$ cat src/rtl/hit_window_judge.sv
// Two-player rhythm timing judge: times each latched arrow pattern to the hit zone and
// grades rising key edges inside the acceptance window as perfect, good or miss.
module hit_window_judge #(
  parameter int unsigned TRAVEL   = 50_000_000,
  parameter int unsigned WIN_GOOD = 10_000_000,
  parameter int unsigned WIN_PERF = 2_500_000,
  parameter int unsigned CNT_W    = 27
) (
  input  logic       CLOCK_50,
  input  logic       reset,
  input  logic       game_over,
  input  logic [7:0] pattern_out,
  input  logic       pattern_valid,
  input  logic [3:0] player_a_keys,
  input  logic [3:0] player_b_keys,
  output logic       perfect_hit_a,
  output logic       perfect_hit_b,
  output logic       good_hit_a,
  output logic       good_hit_b,
  output logic       miss_a,
  output logic       miss_b,
  output logic [7:0] combo_a,
  output logic [7:0] combo_b,
  output logic       busy_a,
  output logic       busy_b
);

  localparam logic [CNT_W-1:0] L_ONE       = CNT_W'(1);
  localparam logic [CNT_W-1:0] L_WIN_START = CNT_W'(TRAVEL - WIN_GOOD);
  localparam logic [CNT_W-1:0] L_WIN_END   = CNT_W'(TRAVEL + WIN_GOOD);
  localparam logic [CNT_W-1:0] L_PERF_LO   = CNT_W'(TRAVEL - WIN_PERF);
  localparam logic [CNT_W-1:0] L_PERF_HI   = CNT_W'(TRAVEL + WIN_PERF);

  typedef enum logic [1:0] {StIdle, StTravel, StWindow} state_e;

  logic [7:0]      w_keys_all;
  logic [1:0]      w_perf, w_good, w_miss, w_busy;
  logic [1:0][7:0] w_combo;

  assign w_keys_all = {player_b_keys, player_a_keys};

  for (genvar g = 0; g < 2; g++) begin : g_judge
    state_e           r_state;
    logic [CNT_W-1:0] r_cnt;
    logic [3:0]       r_target, r_acc, r_keys_q;
    logic             r_perf, r_good, r_miss, r_busy;
    logic [7:0]       r_combo;

    logic [3:0] w_nib, w_keys, w_rise, w_acc;
    logic       w_load, w_late, w_wrong, w_hit, w_in_perf, w_judged;
    logic [7:0] w_combo_inc;

    assign w_nib       = pattern_out[4*g +: 4];
    assign w_keys      = w_keys_all[4*g +: 4];
    assign w_rise      = w_keys & ~r_keys_q;
    assign w_acc       = r_acc | w_rise;
    assign w_load      = pattern_valid && (w_nib != 4'd0);
    assign w_late      = r_cnt > L_WIN_END;
    assign w_wrong     = |(w_acc & ~r_target);
    assign w_hit       = (r_state == StWindow) && !w_late && !w_wrong && (w_acc == r_target);
    // Two one-sided compares give |cnt - TRAVEL| <= WIN_PERF without unsigned wrap
    assign w_in_perf   = (r_cnt >= L_PERF_LO) && (r_cnt <= L_PERF_HI);
    assign w_judged    = (r_state == StWindow) && (w_late || w_wrong || w_hit);
    assign w_combo_inc = (r_combo == 8'hFF) ? r_combo : r_combo + 8'd1;

    always_ff @(posedge CLOCK_50) begin
      if (reset) begin
        r_state  <= StIdle;
        r_cnt    <= '0;
        r_target <= 4'd0;
        r_acc    <= 4'd0;
        r_keys_q <= 4'd0;
        r_perf   <= 1'b0;
        r_good   <= 1'b0;
        r_miss   <= 1'b0;
        r_busy   <= 1'b0;
        r_combo  <= 8'd0;
      end else begin
        r_keys_q <= w_keys;
        r_perf   <= 1'b0;
        r_good   <= 1'b0;
        r_miss   <= 1'b0;
        if (game_over) begin
          r_state <= StIdle;
          r_busy  <= 1'b0;
        end else begin
          // A pending arrow displaced by a new pattern counts as a miss unless it hit now
          if (w_hit) begin
            r_perf  <= w_in_perf;
            r_good  <= !w_in_perf;
            r_combo <= w_combo_inc;
          end else if (w_judged || ((r_state != StIdle) && w_load)) begin
            r_miss  <= 1'b1;
            r_combo <= 8'd0;
          end

          if (w_load) begin
            r_target <= w_nib;
            r_cnt    <= '0;
            r_acc    <= 4'd0;
            r_state  <= StTravel;
            r_busy   <= 1'b1;
          end else begin
            case (r_state)
              StTravel: begin
                r_cnt <= r_cnt + L_ONE;
                if ((r_cnt + L_ONE) == L_WIN_START) r_state <= StWindow;
              end
              StWindow: begin
                if (w_judged) begin
                  r_state <= StIdle;
                  r_busy  <= 1'b0;
                end else begin
                  r_cnt <= r_cnt + L_ONE;
                  r_acc <= w_acc;
                end
              end
              default: ;
            endcase
          end
        end
      end
    end

    assign w_perf[g]  = r_perf;
    assign w_good[g]  = r_good;
    assign w_miss[g]  = r_miss;
    assign w_busy[g]  = r_busy;
    assign w_combo[g] = r_combo;
  end

  assign perfect_hit_a = w_perf[0];
  assign perfect_hit_b = w_perf[1];
  assign good_hit_a    = w_good[0];
  assign good_hit_b    = w_good[1];
  assign miss_a        = w_miss[0];
  assign miss_b        = w_miss[1];
  assign busy_a        = w_busy[0];
  assign busy_b        = w_busy[1];
  assign combo_a       = w_combo[0];
  assign combo_b       = w_combo[1];

endmodule

$ cat config.mk
export PLATFORM = sky130hd
export DESIGN_NAME = hit_window_judge
export DESIGN_NICKNAME = d
export VERILOG_FILES = /design/src/rtl/hit_window_judge.sv
export SDC_FILE = /design/constraint.sdc
export NUM_CORES = 1
export LEC_CHECK = 0
export ABC_AREA = 0
export BUFFER_PORTS_ARGS = -buffer_cell sky130_fd_sc_hd__buf_2
export CORE_UTILIZATION = 45
export CTS_CLUSTER_DIAMETER = 100
export DETAILED_ROUTE_END_ITERATION = 8
export SLEW_MARGIN = 25
export SYNTH_ARGS = -nofsm -noshare
export SYNTH_HDL_FRONTEND = slang
export SYNTH_SLANG_ARGS = --single-unit
$ cat constraint.sdc
create_clock -name CLOCK_50 -period 4.2 [get_ports CLOCK_50]
set_input_delay 0.63 -clock CLOCK_50 [delete_from_list [all_inputs] [get_ports CLOCK_50]]
set_output_delay 0.63 -clock CLOCK_50 [all_outputs]
set_load 0.02 [all_outputs]
# Word-level counts from Yosys, hierarchy flattened
# Cells that the tools add are included.
# W data, S select, Z words.
# classes
mux	34
n_bitwise	13
n_addsub	4
eq_ne	24
n_reduce_logical	63
magnitude_cmp	6
# op_table
cell	count
$mux W27	4
$pmux W27 S2	2
$add A27 B1 Y27 const B	2
$eq A27 B26 Y1 const B	2
$ge A27 B26 Y1 const B	2
$gt A27 B26 Y1 const B	2
$le A27 B26 Y1 const B	2
$mux W8	6
$reduce_and A3 Y1	10
$mux W4	6
$reduce_bool A2 Y1	10
$ne A3 B3 Y1 const B	6
$reduce_or A3 Y1	6
$add A8 B1 Y8 const B	2
$and A4 B4 Y4	4
$eq A8 B8 Y1 const B	2
$ne A2 B2 Y1 const B	8
$not A4 Y4	4
$logic_and A1 B1 Y1	14
$mux W1	10
$eq A4 B4 Y1	2
$mux W2	4
$or A4 B4 Y4	2
$pmux W2 S2	2
10 further kinds	30
# word_totals
ff_bits	106
inputBits	20
out_inout_bits	24
wordCells	166

# Depth between registers and ports, before layout
# Gate-level depths: netlist of run 1.
# depth
depth_word	13
mapped_depth	12
ltp_nobuf	10

# Worst setup path before layout of run 1
# OpenSTA, ideal clock, no wires.
# synth_timing
path_type	input to register
startpoint	input player_b_keys[1]
endpoint	register g_judge[1].r_cnt[12]
t_arrival_ns	3.366
t_required_ns	4.086
cell_stages	11
path_buffers	2
setup_time_ns	0.114
path_slack_ns	0.720
path_cell_list	a21o_1 ha_1 or4_4 or3_1 or3_4 a2111oi_4 or2_1 buf_2 buf_4 a21oi_1 a21o_1
# synth_between
elab_chain_len	11
elab_cells_between_ends	13
classes_between	eq/ne: 2; bitwise: 3; reduce/logical: 8
# synth_lines
element	line	rtl
start: declaration	15	input logic [3:0] player_b_keys,
$and A4 B4 Y4 *	55	assign w_rise = w_keys & ~r_keys_q;
$or A4 B4 Y4 *	56	assign w_acc = r_acc | w_rise;
$and A4 B4 Y4	59	assign w_wrong = |(w_acc & ~r_target);
$reduce_or A4 Y1	59	
$logic_not A1 Y1	60	assign w_hit = (r_state == StWindow) && !w_late && !w_wrong && (w_acc == r_target);
$logic_and A1 B1 Y1 (2 in a row)	60	
$logic_or A1 B1 Y1 *	63	assign w_judged = (r_state == StWindow) && (w_late || w_wrong || w_hit);
$logic_and A1 B1 Y1 *	63	
$ne A3 B3 Y1 (no source line) *	n/a	
$reduce_and A3 Y1 (no source line) *	n/a	
end signal: assignment	106	r_cnt <= r_cnt + L_ONE;
end signal: assignment	114	r_cnt <= r_cnt + L_ONE;
end: declaration	44	logic [CNT_W-1:0] r_cnt;
# Mark *: on every way between the ends. The rest lies on a longest branch, timed or not.
# A chain may end at the register's enable or synchronous reset.

# Worst setup path after layout of run 1
# layout_timing
startpoint	input player_b_keys[1]
endpoint	register g_judge[1].r_cnt[25]
# The elaborated chain is that of the path after synthesis.

==> summary.md, run 1 <==
| Metric | Value |
|---|---|
| Status | `finished, final reports clean` |
| CP Capture Type | `flip-flop` |
| Layer with the highest usage | `met2` |
| Clock power frac | `0.422` |
| Worst Setup EP | `g_judge[1].r_cnt[25]` |
| First-pass GRT wire length | `~29 mm` |
| DRC | `0` |
| I/O pin total | `44` |
| GPL Wtd Cong | `roughly 0.9` |
| Combinational group share of total power | `0.078` |
| Critical Path Start Type | `input port` |
| Pin slew with the least headroom to its limit | `between 0.8 and 0.9 ns` |
| Seq. cell area | `2120 um^2` |
| Post-Synthesis Cell Area | `6630 um^2` |
| Pwr Total | `0.00204 W` |
| CP max stage delay | `0.63 ns` |
| Largest delay contributor family on the critical path | `simple AND/OR/NAND/NOR gates` |
| Synth Instances | `872` |
| FFs w/ async S/R, synth | `0` |
| Final setup fails | `0` |
| DRT iter0 DRCs | `roughly 570` |
| Drt pass-1 iters | `7` |
| Power share of the sequential group | `0.500` |
| Max Slew Vio Count | `0` |
| Util after Layout | `0.504` |
| M1 GR Usage | `0.352` |
| Yosys cell types | `75` |
| I/O Buffers | `43` |
| Layout cells sized above 1 | `0.109` |
| Arr. time, crit path | `approximately 3.9 ns` |
| Via count | `roughly 6,500` |
| Critical path buffers and inverters | `2` |
| Footprint of the multi-input gates | `just over 4000 um^2` |
| Total Routing Usage GR | `0.244` |
| Antenna viol nets, final | `0` |
| MaxCap Viol Count | `0` |
| R2R depth | `11` |
| Final Hold Vio Count | `0` |
| Tcrit/Tclk final | `0.865` |
| Num CTS Buffers | `9` |
| GRT met3 Usage | `0.0447` |
| Critical path's slowest cell | `a2111oi_4` |
| Avg Cell Area, Syn | `approximately 7.6 um^2` |
| Post-placement cell area | `a little under 7000 um^2` |
| TritonCTS clock tree | `done` |
| Clk sinks | `106` |
| Ant diodes | `0` |
| Hold Path Class | `reg2reg` |
| Die H | `between 100 and 150 um` |
| Worst EP required | `4.45 ns` |
| Worst Setup SP | `player_b_keys[1]` |
| DR WL/cell | `between 15 and 20 um` |
| CTS Root Cell | `clkbuf_16` |
| Final Instance Area | `7130 um^2` |
| DP HPWL | `12.6 mm` |
| Worst R2R Start | `g_judge[1].r_keys_q[1]` |
| Switching pwr | `approximately 0.00055 W` |
| Vias/cell | `6.23` |
| Top cell type by total area after synthesis | `dfxtp_1` |
| Final WL | `18.0 mm` |
| Syn nets | `906` |
| # hold bufs at CTS | `0` |
| PostCTS Resize Cnt | `0` |
| Setup slack, reg-to-reg | `0.62 ns` |
| Flip-flop and latch count after synthesis | `~110` |
| Hold Slack | `approximately 0.48 ns` |
| Grt total ovfl | `0` |
| Starting Density | `0.469` |
| Int Pwr | `0.00149 W` |
| EDFF count, synth | `0` |
| Top_reg_cell synth | `dfxtp_1` |
| Fillers | `1,372` |
| Slew HR | `0.439` |
| Htree depth | `3` |
| Worst Skew | `around 0.0087 ns` |
| VDD IR max | `240 uV` |
| Crit path cell chain | `buf_2 > a21o_1 > ha_1 > or4_4 > or3_1 > or3_4 > a2111oi_4 > or2_1 > buf_4 > nor2_1 > a211o_1` |
| Reg2reg end | `g_judge[1].r_cnt[25]` |
| Vias in the first global route | `5,806` |
| Static leakage | `~2.8 nW` |
| Antenna violations before repair | `0` |
| Net Sw Frac | `0.270` |
| Final min period | `3.63 ns` |
| Maximum clock rate | `275 MHz` |
| CP Depth | `11` |
| Crit path kind | `in2reg` |
| CP Max Fanout | `9` |
| Worst-path clk slew | `about 0.08 ns` |
| Pwr dens | `~290 nW/um^2` |
| Largest cells by area after synthesis | `dfxtp_1, a21oi_1, o21ai_0, nand2_1, nor2_1` |
| CTS Buffer Depth | `2` |
| Die X | `123 um` |
| Clk_lat worst skew | `0.36 ns` |
| RSZ-0062 raised after global routing | `false` |
| Seq/Total Area, Yosys | `0.320` |
| # Post-CTS Setup Buffers | `0` |
| # rows | `43` |
| Setup TNS Final | `0 ns` |
| Largest net degree at the start of global routing | `74` |
| M2 GR Usage | `0.369` |
| Core area | `14,100 um^2` |
| Ys Warns | `0` |
| Nets | `roughly 900` |
| Top cell type's share of synthesized area | `0.320` |
| Die area | `15,200 um^2` |
| Area delta synth->final | `7.47%` |
[how the worst min path moves through the flow]
stage / start / endpoint / slack, ns / cells past startpoint
after CTS: g_judge[0].r_target[0] / g_judge[0].r_target[0] / 0.48 / 2
after detailed placement: g_judge[0].r_target[0] / g_judge[0].r_target[0] / 0.47 / 2
final: g_judge[0].r_target[0] / g_judge[0].r_target[0] / 0.48 / 2
after floorplan: g_judge[0].r_target[1] / g_judge[0].r_target[1] / 0.45 / 2
after global routing: player_a_keys[0] / g_judge[0].r_keys_q[0] / 0.48 / 2
after global placement: g_judge[1].r_target[2] / g_judge[1].r_target[2] / 0.46 / 2
[power groups by stage]
stage	registers (W)	clock network (W)	logic (W)
finish	0.00102	0.000859	0.000159
CTS	0.00102	0.000881	0.000158
floorplan	0.00104	0	0.000104
global placement	0.00104	0	0.000151
global route	0.00102	0.000922	0.000175
detailed placement	0.00104	0	0.000157
[sequential cells by signal, indices dropped and copies added (netlist names)]
signal / cells
good_hit_b: 1
good_hit_a: 1
busy_a: 1
g_judge.r_target: 8
perfect_hit_b: 1
g_judge.r_keys_q: 8
perfect_hit_a: 1
g_judge.r_cnt: 54
miss_a: 1
combo_b: 8
busy_b: 1
miss_b: 1
g_judge.r_acc: 8
g_judge.r_state: 4
combo_a: 8
[worst min-delay path: cells and delay by family, from the launching register on]
| family | cells | cell delay (ns) |
|---|---|---|
| flip-flops | 1 | 0.31 |
| AO/OA/AOI/OAI | 2 | 0.12 |
[Yosys cell counts, drive strengths merged (5+ instances only)]
cell type,number
dfxtp,106
nand2,72
a21oi,71
nor2,66
clkbuf,63
o21ai,61
nand3,43
inv,36
nor3,27
nand4,26
a21o,25
and3,18
or3,18
nor4,17
or4,16
nor2b,15
ha,14
o31ai,13
a31oi,12
buf,11
a211o,10
xnor2,10
and4,9
o211a,9
and2,7
nand2b,7
o41ai,6
or2,5
or3b,5
xor2,5
[layout make-up]
| type | instances | area share |
|---|---|---|
| multi-input combinational | 655 | 0.570 |
| sequential | 106 | 0.298 |
| timing repair buffer | 52 | 0.0397 |
| clock buffer | 9 | 0.0316 |
| tap | 180 | 0.0316 |
| inverter | 37 | 0.0195 |
| clock inverter | 7 | 0.00966 |
[layer usage]
layer,vias to the layer above,wire length [um]
li1,3179,-
met4,0,227
met1,3101,8760
met2,214,7920
met5,-,0
met3,19,1090
[per-stage QoR]
stage	setup slack [ns]	cells
3_3_place_gp	0.335	1030
5_1_grt	0.508	1046
2_1_floorplan	0.720	872
3_5_place_dp	0.216	1030
4_1_cts	0.595	1046
6_report	0.569	1046
[cell usage in the layout (no fill, tap or decap), drive strengths merged, types with 10 or more instances in the layout]
master,instances
dfxtp,106
nand2,72
a21oi,71
nor2,66
o21ai,61
buf,52
nand3,43
inv,40
nor3,27
nand4,26
a21o,25
and3,18
or3,18
nor4,17
or4,16
nor2b,15
ha,14
o31ai,13
a31oi,12
xnor2,10
a211o,10
[cell families after synthesis]
logic type / count (synthesis) / share of synthesized area
simple gates: 371 / 0.303
compound gates: 251 / 0.251
buf+inv: 111 / 0.0732
flops: 106 / 0.320
xor+xnor: 15 / 0.0198
fa+ha+maj: 14 / 0.0264
mux: 4 / 0.00642
No activity file was read; power rests on OpenSTA's default activity.
==> run 2: changes to the inputs <==
--- a/config.mk
+++ b/config.mk
@@ -10,6 +10,7 @@
 export CORE_UTILIZATION = 45
 export CTS_CLUSTER_DIAMETER = 100
 export DETAILED_ROUTE_END_ITERATION = 8
+export GPL_TIMING_DRIVEN = 0
 export SLEW_MARGIN = 25
 export SYNTH_ARGS = -nofsm -noshare
 export SYNTH_HDL_FRONTEND = slang
==> run 2 against run 1 <==
Net effect: non-clock buffer count increased by 65; clock skew shrank 0.0019 ns; combinational power rose by 9%; largest cell class unchanged; worst hold slack better by 0.0068 ns; die area stayed put; sequential power about the same; wire length increased by 17%; flip-flop and latch count is the same; highest routed layer unchanged; cell count rose by 6.2%; worst setup slack got worse by 0.12 ns; critical path type unchanged.
==> summary.md, run 2 (synthesized netlist as in run 1, its figures left out) <==
| Metric | Value |
|---|---|
| Status | `finished, final reports clean` |
| Htree depth | `3 (unchanged)` |
| Pwr dens | `272 nW/um^2 (-4.8%)` |
| # Post-CTS Setup Buffers | `0 (unchanged)` |
| Pin slew with the least headroom to its limit | `0.939 ns (+0.0977 ns)` |
| Grt total ovfl | `0 (unchanged)` |
| Die X | `123 um (unchanged)` |
| Clock power frac | `0.404 (-0.018)` |
| I/O pin total | `44 (unchanged)` |
| Area delta synth->final | `10.9%` |
| DRT iter0 DRCs | `671 (+17%)` |
| CTS Root Cell | `clkbuf_16` |
| Switching pwr | `0.000526 W (-4.5%)` |
| Vias in the first global route | `6,235 (+7.4%)` |
| Vias/cell | `6.21 (-0.29%)` |
| Tcrit/Tclk final | `0.894 (+0.0293)` |
| CTS Buffer Depth | `2 (unchanged)` |
| # rows | `43 (unchanged)` |
| Starting Density | `0.469 (unchanged)` |
| Pwr Total | `0.00200 W (-1.7%)` |
| I/O Buffers | `42 (-2.3%)` |
| Die area | `15,200 um^2 (unchanged)` |
| PostCTS Resize Cnt | `0 (unchanged)` |
| Hold Path Class | `reg2reg` |
| Nets | `960 (+7.3%)` |
| Antenna violations before repair | `0 (unchanged)` |
| Net Sw Frac | `0.263 (-0.00751)` |
| Static leakage | `2.85 nW (+3.0%)` |
| Clk_lat worst skew | `0.36 ns (about the same)` |
| VDD IR max | `216 uV (-10%)` |
| Worst-path clk slew | `0.07 ns (about the same)` |
| Num CTS Buffers | `9 (unchanged)` |
| Worst slack, placed | `0.141 ns (-0.0749 ns)` |
| Maximum clock rate | `266 MHz (-3.3%)` |
| Arr. time, crit path | `4.01 ns (+0.12 ns)` |
| Max reg flops | `54 (unchanged)` |
| First-pass GRT wire length | `32.9 mm (+12%)` |
| Final WL | `21.1 mm (+17%)` |
| Most common cell after layout, fill and taps aside | `dfxtp_1` |
| Ant diodes | `0 (unchanged)` |
| Clk sinks | `106 (unchanged)` |
| Total Routing Usage GR | `0.285 (+0.0403)` |
| Max Slew Vio Count | `0 (unchanged)` |
| TritonCTS clock tree | `done` |
| Final setup fails | `0 (unchanged)` |
| Footprint of the multi-input gates | `4030 um^2 (-0.80%)` |
| RSZ-0062 raised after global routing | `false` |
| Critical Path Start Type | `input port` |
| GPL Wtd Cong | `0.937 (+3.9%)` |
| Power share of the sequential group | `0.510 (+0.010)` |
| MaxCap Viol Count | `0 (unchanged)` |
| Fillers | `1,395 (+1.7%)` |
| Int Pwr | `0.00148 W (-0.74%)` |
| DRC | `0 (unchanged)` |
| Seq. cell area | `2120 um^2 (unchanged)` |
| Via count | `6,898 (+5.9%)` |
| Setup TNS Final | `0 ns (unchanged)` |
| Final Hold Vio Count | `0 (unchanged)` |
| Worst Slack Setup Final | `0.445 ns (-0.123 ns)` |
| DR WL/cell | `19.0 um (+10%)` |
| Crit path kind | `in2reg` |
| # hold bufs at CTS | `0 (unchanged)` |
| Largest net degree at the start of global routing | `18 (-76%)` |
| Core area | `14,100 um^2 (unchanged)` |
| Antenna viol nets, final | `0 (unchanged)` |
| CP Max Fanout | `10 (+1)` |
| CP Capture Type | `flip-flop` |
| Worst Skew | `0.00673 ns (-0.00194 ns)` |
| Combinational group share of total power | `0.086 (+0.008)` |
| Die H | `123 um (unchanged)` |
| Hold depth | `2 (unchanged)` |
| Slew HR | `0.364 (-0.0750)` |
| Most frequent cells in the layout | `dfxtp_1, nand2_1, a21oi_1` |
| Worst EP required | `4.45 ns (about the same)` |
| Drt pass-1 iters | `5 (-2)` |
| Util after Layout | `0.520 (+0.0160)` |
| Layout cells sized above 1 | `0.0988 (-0.00973)` |
| DP HPWL | `15.4 mm (+22%)` |
| Largest Register | `g_judge.r_cnt` |
| R2R depth | `12 (+1)` |
| Final min period | `3.75 ns (+0.123 ns)` |
## run 2: cell types whose count changed in the layout (fill, tap and decap cells not counted), moves of 2 or more
cell / previous run / this run
buf_1: 0 / 5
buf_4: 9 / 5
clkbuf_1: 0 / 59
clkbuf_8: 0 / 5
clkinv_4: 0 / 2
inv_6: 3 / 1
## run 2: power groups by stage
stage	Clock, W	Sequential [W]	Combinational [W]
floorplan	0	0.00104	0.000104
global placement	0	0.00104	0.000164
detailed placement	0	0.00104	0.000170
CTS	0.000832	0.00102	0.000170
global route	0.000878	0.00102	0.000188
finish	0.000809	0.00102	0.000173
## run 2: stage by stage
stage                     hold slack [ns]  std cells  area [um^2]
after floorplan                     0.451        872         6630
after global placement              0.469       1094         7070
after detailed placement            0.477       1095         7080
after CTS                           0.489       1111         7350
after global routing                0.504       1111         7350
final                               0.485       1111         7350
## run 2: per-layer routing
metal  share of wire  vias up  GRT usage
met5               0        -          0
met4           0.014        0     0.0745
met3           0.073       28     0.0687
met2            0.44      265      0.443
met1            0.48     3285      0.391
li1                -     3320          -
## run 2: worst paths after layout
check,from,end,slack (ns)
setup / recovery,player_b_keys[1],g_judge[1].r_cnt[23],0.45
hold / removal,g_judge[1].r_target[0],g_judge[1].r_target[0],0.49
setup reg to reg,g_judge[1].r_keys_q[1],g_judge[1].r_cnt[23],0.50
hold reg to reg,g_judge[1].r_target[0],g_judge[1].r_target[0],0.49
## run 2: critical path, stage by stage
cell,delay [ns]
buf_2,0.10
a21o_1,0.19
ha_1,0.19
or4_4,0.56
or3_1,0.34
or3_4,0.38
a2111oi_4,0.59
or2_1,0.18
buf_2,0.27
buf_4,0.26
a21oi_1,0.09
a21o_1,0.21
## run 2: final cells by class
cell class / count / share of cell area
timing repair buffer: 43 / 0.0296
sequential: 106 / 0.289
tap: 180 / 0.0306
clock buffer: 11 / 0.0317
clock inverter: 5 / 0.00528
buffer: 74 / 0.0471
multi-input combinational: 655 / 0.548
inverter: 37 / 0.0189
